## config.mk

```make
export PLATFORM = sky130hd
export DESIGN_NAME = bit_stream_fifo
export DESIGN_NICKNAME = d
export VERILOG_FILES = /design/src/rtl/bit_stream_fifo.sv
export SDC_FILE = /design/constraint.sdc
export NUM_CORES = 1
export LEC_CHECK = 0
export ABC_AREA = 0
export BUFFER_PORTS_ARGS = -buffer_cell sky130_fd_sc_hd__buf_2
export CORE_ASPECT_RATIO = 2
export CORE_MARGIN = 2
export CORE_UTILIZATION = 60
export DETAILED_ROUTE_END_ITERATION = 7
export PLACE_DENSITY = 0.76
export SYNTH_ARGS = -nofsm -noshare
export SYNTH_HDL_FRONTEND = slang
export SYNTH_SLANG_ARGS = --single-unit
```

## constraint.sdc

```tcl
create_clock -name clock -period 12.78 [get_ports clock]
set_clock_uncertainty 0.2 [all_clocks]
set_input_delay 0.639 -clock clock [delete_from_list [all_inputs] [get_ports clock]]
set_output_delay 0.639 -clock clock [all_outputs]
set_load 0.03 [all_outputs]
```

## src/rtl/bit_stream_fifo.sv

```systemverilog
// bit_stream_fifo: bit-granular FIFO taking IN_WIDTH-bit words and returning LSB-first bit fields.
// Ports:
//   clock    - rising-edge clock
//   reset    - asynchronous active-low reset; clears all state and outputs
//   pushin   - write strobe for datain; word is dropped (overflow set) when full
//   datain   - word appended to the bit stream
//   full     - all DEPTH slots occupied, a partially consumed head word included
//   overflow - sticky flag, set when a push is dropped
//   reqin    - field request strobe
//   reqlen   - requested field length in bits
//   pushout  - one-cycle response strobe, one per request
//   lenout   - valid bits in dataout: min(reqlen, OUT_MAX, bitcount)
//   dataout  - returned field, LSB-aligned, zero above lenout
//   bitcount - unconsumed bits currently stored
module bit_stream_fifo #(
    parameter  int IN_WIDTH  = 32,
    parameter  int DEPTH     = 32,
    parameter  int OUT_MAX   = 15,
    parameter  int LEN_WIDTH = 4,
    localparam int CNT_WIDTH = $clog2(IN_WIDTH * DEPTH) + 1
) (
    input  logic                 clock,
    input  logic                 reset,
    input  logic                 pushin,
    input  logic [IN_WIDTH-1:0]  datain,
    output logic                 full,
    output logic                 overflow,
    input  logic                 reqin,
    input  logic [LEN_WIDTH-1:0] reqlen,
    output logic                 pushout,
    output logic [LEN_WIDTH-1:0] lenout,
    output logic [OUT_MAX-1:0]   dataout,
    output logic [CNT_WIDTH-1:0] bitcount
);
    localparam int AW = $clog2(DEPTH);
    localparam int OW = $clog2(IN_WIDTH);
    localparam int PW = AW + OW;
    localparam int MW = OUT_MAX + 1;

    logic [IN_WIDTH-1:0]  mem [DEPTH];
    logic [AW-1:0]        wr_ptr, wr_next, rd_word, nx_word;
    // read position in bits: upper AW bits are the word index, lower OW bits the offset,
    // so advancing by a field length wraps both naturally around the ring
    logic [PW-1:0]        rd_pos, rd_pos_next;
    logic [OW-1:0]        rd_off;
    logic                 push_ok, full_next;
    logic [31:0]          req_c, take;
    logic [OUT_MAX-1:0]   window, mask, field;
    logic [CNT_WIDTH-1:0] count_next;

    always_comb begin
        rd_word     = rd_pos[PW-1:OW];
        rd_off      = rd_pos[OW-1:0];
        nx_word     = rd_word + AW'(1);
        // full is the registered value, so a push is judged before this cycle's read
        push_ok     = pushin && !full;
        req_c       = 32'(reqlen) > 32'(OUT_MAX) ? 32'(OUT_MAX) : 32'(reqlen);
        take        = !reqin ? 32'd0 : (req_c > 32'(bitcount) ? 32'(bitcount) : req_c);
        // the field may straddle the head word and its successor; bits beyond
        // bitcount are masked off, so stale slot contents never leak out
        window      = OUT_MAX'({mem[nx_word], mem[rd_word]} >> rd_off);
        mask        = OUT_MAX'((MW'(1) << take) - MW'(1));
        field       = window & mask;
        rd_pos_next = rd_pos + PW'(take);
        wr_next     = push_ok ? wr_ptr + AW'(1) : wr_ptr;
        count_next  = bitcount - CNT_WIDTH'(take) + (push_ok ? CNT_WIDTH'(IN_WIDTH) : '0);
        // equal word indices with data present means the writer has lapped the reader
        full_next   = (wr_next == rd_pos_next[PW-1:OW]) && (count_next != '0);
    end

    always_ff @(posedge clock)
        if (push_ok) mem[wr_ptr] <= datain;

    always_ff @(posedge clock or negedge reset) begin
        if (!reset) begin
            wr_ptr   <= '0;
            rd_pos   <= '0;
            bitcount <= '0;
            full     <= 1'b0;
            overflow <= 1'b0;
            pushout  <= 1'b0;
            lenout   <= '0;
            dataout  <= '0;
        end else begin
            wr_ptr   <= wr_next;
            rd_pos   <= rd_pos_next;
            bitcount <= count_next;
            full     <= full_next;
            overflow <= overflow | (pushin & full);
            pushout  <= reqin;
            if (reqin) begin
                lenout  <= LEN_WIDTH'(take);
                dataout <= field;
            end
        end
    end
endmodule

```

**Word-level counts from Yosys, hierarchy flattened**

Memory sizes are Yosys's and may differ from the RTL's.
Cells that the tools add are included.

- $add $sub $neg: 6
- $mul: 0
- Div/mod/pow operators: 0
- Order comparisons: 1
- Equal/unequal tests: 1
- Shift-type cells: 2
- Muxes and demuxes: 6
- Bitwise logic cells: 3
- Reductions and logical operators: 4

Operators with widths:

| cell | count |
|---|---|
| 64-bit by 5-bit >> shifter with 15-bit output | 1 |
| 11-bit two-way mux | 2 |
| 15-bit bitwise AND | 1 |
| 1-bit by 11-bit left shift with 15-bit output, first input constant | 1 |
| 15-bit by 2-bit subtractor with 15-bit output, second input constant | 1 |
| 11-bit by 6-bit adder with 11-bit output | 1 |
| 4-bit by 11-bit > comparator with 1-bit output | 1 |
| 11-bit nonzero test | 1 |
| 11-bit subtractor | 1 |
| 10-bit adder | 1 |
| 5-bit by 1-bit adder with 5-bit output, second input constant | 2 |
| 6-bit two-way mux | 1 |
| 5-bit equality test | 1 |
| 5-bit two-way mux | 1 |
| 1-bit logical AND | 2 |
| 1-bit two-way mux | 2 |
| 1-bit bitwise AND | 1 |
| 1-bit zero test | 1 |
| 1-bit OR | 1 |

- Register bits: 48
- Bits in latches: 0
- Bits in writable memories: 1024
- ROM bits: 0
- Input bits: 40
- Output and inout bits: 33
- Word-level logic and storage cells: 32
- Memories: 1

Memory list:

| memory | words | bits a word | rd ports | clocked after Yosys merged registers in | wr ports | RTL line | text |
|---|---|---|---|---|---|---|---|
| mem | 32 | 32 | 2 | 0 | 1 | 40 | `logic [IN_WIDTH-1:0] mem [DEPTH];` |

**Longest topological paths before layout**

- Depth in word-level cells: 7
- Depth in mapped cells: 22
- Depth with buffers taken out: 22

**Least setup slack after synthesis**

OpenSTA, ideal clock, no wires.

- Kind: in2reg
- Start point: input port reqlen[1]
- End point: register full
- Setup time: 0.137 ns
- Data arrival time: 4.110 ns
- Required time: 12.443 ns
- Path slack: 8.333 ns
- Stages: 18
- Buffers on the path: 1
- Path through: ha_1 > nor2b_1 > o211ai_1 > a21oi_1 > mux2i_1 > nand2b_1 > clkbuf_1 > ha_1 > ha_1 > inv_1 > fa_1 > inv_1 > a21o_1 > a21oi_1 > xnor2_1 > or4_1 > nor4_1 > a311oi_1

- Cells in the longest elaborated chain, start to end: 7
- Elaborated cells between the ends (all ways): 9
- Classes of those cells: add/sub: 3; order compare: 1; eq/ne: 1; mux: 2; reduce/logical: 2

RTL lines:

| item | RTL line | text |
|---|---|---|
| from (decl) | 29 | `input logic [LEN_WIDTH-1:0] reqlen,` |
| 4-bit by 11-bit > comparator with 1-bit output | 58 | `take = !reqin ? 32'd0 : (req_c > 32'(bitcount) ? 32'(bitcount) : req_c);` |
| 11-bit two-way mux * (2 in a row) | 58 |  |
| 11-bit subtractor * | 66 | `count_next = bitcount - CNT_WIDTH'(take) + (push_ok ? CNT_WIDTH'(IN_WIDTH) : '0);` |
| 11-bit by 6-bit adder with 11-bit output * | 66 |  |
| via count_next[5] | 49 | `logic [CNT_WIDTH-1:0] count_next;` |
| 11-bit nonzero test * | 68 | `full_next = (wr_next == rd_pos_next[PW-1:OW]) && (count_next != '0);` |
| 1-bit logical AND * | 68 |  |
| via full_next | 46 | `logic push_ok, full_next;` |
| to (signal assigned) | 88 | `full <= full_next;` |
| to (decl) | 26 | `output logic full,` |

The timed path passes the listed nets; every way through them passes the cells marked *.
A chain may end at the register's enable or synchronous reset.

**Final worst setup path**

- Start point: register rd_pos[5]
- End point: register dataout[9]

- Cells in the longest elaborated chain, start to end: 4

RTL lines:

| item | RTL line | text |
|---|---|---|
| from (decl) | 44 | `logic [PW-1:0] rd_pos, rd_pos_next;` |
| from (signal assigned) | 86 | `rd_pos <= rd_pos_next;` |
| 5-bit by 1-bit adder with 5-bit output | 54 | `nx_word = rd_word + AW'(1);` |
| memory 32 x 32 bit * | n/a |  |
| 64-bit by 5-bit >> shifter with 15-bit output * | 61 | `window = OUT_MAX'({mem[nx_word], mem[rd_word]} >> rd_off);` |
| 15-bit bitwise AND * | 63 | `field = window & mask;` |
| to (signal assigned) | 93 | `dataout <= field;` |
| to (decl) | 32 | `output logic [OUT_MAX-1:0] dataout,` |

Mark *: on every way between the ends. The rest lies on a longest branch, timed or not.

==> results.rst <==
.. list-table::
   :header-rows: 1

   * - Metric
     - Value
   * - Outcome
     - finished, final reports clean
   * - First-pass DRT Iterations
     - 5
   * - Clock input transition at the sequential cells of the worst setup and hold paths
     - 0.07 ns
   * - Primary flip-flop cell chosen by synthesis mapping
     - sky130_fd_sc_hd__edfxtp_1
   * - Number of fillers in the final layout
     - 5230
   * - Last weighted congestion value of the routability-driven placer
     - 0.974
   * - Hold-fix buffers at CTS
     - 2
   * - Post-layout power
     - 14000 uW
   * - Count of warnings emitted by yosys
     - 0
   * - Reg-to-reg startpoint
     - rd_pos[5]
   * - Portion of total power attributed to the clock network
     - 0.200
   * - PwrDens
     - 263 nW/um2
   * - Root Buffer Master
     - sky130_fd_sc_hd__clkbuf_16
   * - Portion of total power attributed to sequential cells
     - 0.309
   * - CTS tree
     - done
   * - Max capacitance violation total
     - 0
   * - Area of the die
     - ~84000 um2
   * - CTS sink cnt
     - about 1100
   * - H-tree depth
     - 3
   * - Leak pwr
     - between 0.015 and 0.02 uW
   * - Worst path top cell family by delay
     - buffers and inverters
   * - Post-synthesis cell area
     - between 40000 and 50000 um2
   * - Placed insts
     - 3773
   * - CORE AREA
     - approximately 80000 um2
   * - Maximum cell stage delay along the critical path
     - 1.03 ns
   * - Count of buffers inserted at the top-level ports
     - 72
   * - Total net switching power
     - 5740 uW
   * - Die outline width
     - 206 um
   * - Register bit count reported by yosys
     - 1072
   * - Total vias in the final route
     - 29100
   * - Mean area per synthesized cell
     - 17.7 um2
   * - Wire length per cell
     - around 37 um
   * - List of cells traversed by the critical path
     - buf_4, buf_4, buf_4, mux4_2, a22o_1, a221oi_1, mux4_2, nor3_1, a311o_1, mux2_2, nand3_1, o221ai_2
   * - Vias in the first global route
     - 30000
   * - Io pins
     - 73
   * - Setup crit start
     - rd_pos[5]
   * - Row cnt
     - 147
   * - Seq/Total Area, Yosys
     - 0.656
   * - Async S/R FF share, synth
     - 0.0448
   * - Sum of overflow across all layers after global routing
     - 0
   * - Headroom to the max-slew limit
     - 0.104
   * - Buffer levels on the longest clock path
     - 3
   * - Critical Path Start Type
     - flop
   * - Post-synth EDFFs
     - 1024
   * - Inserted Clock Buffers
     - 89
   * - Crit path required time
     - 13.12 ns
   * - Vert. Die Dim
     - 407 um
   * - Final count of negative-setup-slack endpoints
     - 0
   * - Via density
     - 7.36
   * - Sum of routed wire length over all layers
     - between 100000 and 150000 um
   * - Slew at the pin with the worst max-slew slack
     - around 1.3 ns
   * - Detailed Place HPWL
     - 89700 um
   * - Worst EP arrival
     - between 7 and 8 ns
   * - Setup fix buffers added after clock tree synthesis
     - 0
   * - Number of antenna violations at the first check in global routing
     - 8
   * - Buf+Inv Stages, Crit Path
     - 3
   * - Crit path max fanout
     - 60
   * - Number of nets with antenna violations after detailed routing
     - 0
   * - Initial core utilization
     - 0.606
   * - Synth-to-layout area growth
     - 9.58%
   * - GRT Overall Usage
     - 0.358
   * - Post-synthesis cell count
     - 2753
   * - Hold Violations, Final
     - 0
   * - Leading cell type in the layout, fill and taps excluded
     - sky130_fd_sc_hd__edfxtp_1
   * - Combinational Power Share
     - 0.491
   * - Top library cells by usage in the layout, fill and taps aside
     - sky130_fd_sc_hd__edfxtp_1 (1024), sky130_fd_sc_hd__mux4_2 (355), sky130_fd_sc_hd__nand2_1 (194), sky130_fd_sc_hd__mux2i_1 (166), sky130_fd_sc_hd__clkbuf_16 (90)
   * - Worst path most repeated cell
     - sky130_fd_sc_hd__buf_4
   * - Final instance count without filler cells
     - 3945
   * - Maximum number of pins on one net before global-route repair
     - 101
   * - Switching Fraction
     - 0.409
   * - Min-delay worst type
     - input port to flop
   * - Share of final-layout standard cells stronger than drive strength 1
     - 0.255
   * - Utilization after layout
     - 0.664
   * - Initial detailed-routing violation count
     - 3649
   * - Wire length of the first global-routing pass
     - 208000 um
   * - Total Negative Setup Slacks
     - 0 ns
   * - Hold path start
     - reqin
   * - Worst Hold Slack
     - between 0.1 and 0.15 ns
   * - Kind of end point of the critical path
     - flop
   * - Net count of the finished layout
     - a little under 3000
   * - Max Clk Rate
     - 0.143 GHz
   * - Worst-case vdd ir drop
     - 0.210 mV
   * - Clock Latency Late Sink
     - 0.70 ns
   * - Worst setup path category
     - flop to flop
   * - Count of different cell masters after synthesis
     - 85
   * - Fin crit share
     - 0.548
   * - Setup repair after global routing missed its margin
     - no
   * - Max-slew violations
     - 0
   * - Number of instances resized during post-cts repair
     - 0
   * - Time the final worst path needs with I/O delays and setup
     - 7.00 ns
   * - Post-detailed-route DRC marker count
     - 0
   * - Internal power
     - about 8300 uW
   * - Cell at the slowest stage of the critical path
     - sky130_fd_sc_hd__a221oi_1
final timing paths:
path                          endpoint  slack [ns]  cells past startpoint
max                         dataout[9]        5.78                     12
min reg2reg                   overflow        0.26                      1
min in group asynchronous  dataout[12]        0.43                      3
max reg2reg                 dataout[9]        5.78                     12
min                            pushout        0.10                      1
max in group asynchronous    rd_pos[6]       11.41                      3
power by group through the flow:
stage	Clock [uW]	Combinational (uW)	Sequential, uW
global route	2950	7180	4350
CTS	2830	6800	4330
global placement	0	6680	4380
floorplan	0	4580	4360
finish	2810	6900	4340
detailed placement	0	6760	4410
registers in the layout (all words and copies together) (netlist names):
| name | count |
|---|---|
| mem | 1024 |
| dataout | 15 |
| bitcount | 11 |
| rd_pos | 10 |
| wr_ptr | 5 |
| lenout | 4 |
| full | 1 |
| overflow | 1 |
| pushout | 1 |
cells by family after synthesis:
family / Yosys count / share of synthesized area
flops: 1072 / 0.656
mux: 548 / 0.204
simple gates: 475 / 0.0437
compound gates: 366 / 0.0563
buf+inv: 222 / 0.0236
fa+ha+maj: 40 / 0.0107
xor+xnor: 28 / 0.00534
other cells: 2 / 0.000154
stage by stage:
step / area [um2] / setup slack (ns)
after floorplan: 48800 / 8.33
after global placement: 50400 / 6.10
after detailed placement: 50400 / 6.04
after CTS: 53400 / 5.99
after global routing: 53400 / 5.40
final: 53400 / 5.78
cell type report:
class | instances | area (um2) | area share
flip-flops and latches | 1072 | 32000 | 0.599
multi-input cells | 1468 | 16000 | 0.299
clock buffers | 102 | 2300 | 0.0430
well taps | 1043 | 1310 | 0.0244
repair buffers | 153 | 998 | 0.0187
clock inverters | 64 | 682 | 0.0128
inverters | 39 | 148 | 0.00277
diodes | 4 | 10.0 | 0.000187
layer usage:
layer,vias up,share of wire,track usage
met4,8,0.084,0.253
li1,11500,-,-
met3,592,0.094,0.0638
met5,-,0.00037,0
met2,1999,0.51,0.607
met1,14900,0.31,0.410
synthesized netlist by cell type (all sizes together), types with 6 or more instances:
cell type | count | area share
nand3 | 55 | 0.0056
a21oi | 52 | 0.0053
o22ai | 19 | 0.0024
a211oi | 14 | 0.0022
nor2 | 114 | 0.0088
dfrtp | 48 | 0.025
ha | 37 | 0.0095
o21a | 7 | 0.0011
a22oi | 41 | 0.0065
o21ai | 34 | 0.0035
clkbuf | 68 | 0.0052
a21o | 14 | 0.0022
a22o | 16 | 0.0029
mux2i | 166 | 0.034
mux4 | 355 | 0.16
o2111ai | 8 | 0.0014
buf | 115 | 0.015
o2bb2ai | 6 | 0.0011
edfxtp | 1024 | 0.63
nand2b | 11 | 0.0014
o221ai | 27 | 0.0050
a32oi | 8 | 0.0014
nor4 | 8 | 0.0010
and2 | 6 | 0.00077
nor2b | 13 | 0.0017
nand2 | 194 | 0.015
a31oi | 7 | 0.00090
a221o | 6 | 0.0012
and3 | 11 | 0.0014
inv | 37 | 0.0029
o211ai | 22 | 0.0034
a222oi | 8 | 0.0016
nor3 | 25 | 0.0026
nand4 | 12 | 0.0015
mux2 | 27 | 0.0062
xnor2 | 20 | 0.0036
or2 | 7 | 0.00090
xor2 | 7 | 0.0013
a221oi | 20 | 0.0037
worst register-to-register path: stages, from the launching register on:
cell                       delay (ns)
sky130_fd_sc_hd__dfrtp_4         0.98
sky130_fd_sc_hd__buf_4           0.82
sky130_fd_sc_hd__buf_4           0.84
sky130_fd_sc_hd__buf_4           0.88
sky130_fd_sc_hd__mux4_2          0.45
sky130_fd_sc_hd__a22o_1          0.25
sky130_fd_sc_hd__a221oi_1        1.03
sky130_fd_sc_hd__mux4_2          0.49
sky130_fd_sc_hd__nor3_1          0.06
sky130_fd_sc_hd__a311o_1         0.38
sky130_fd_sc_hd__mux2_2          0.29
sky130_fd_sc_hd__nand3_1         0.10
sky130_fd_sc_hd__o221ai_2        0.09
(Power assumes the default switching activity.)
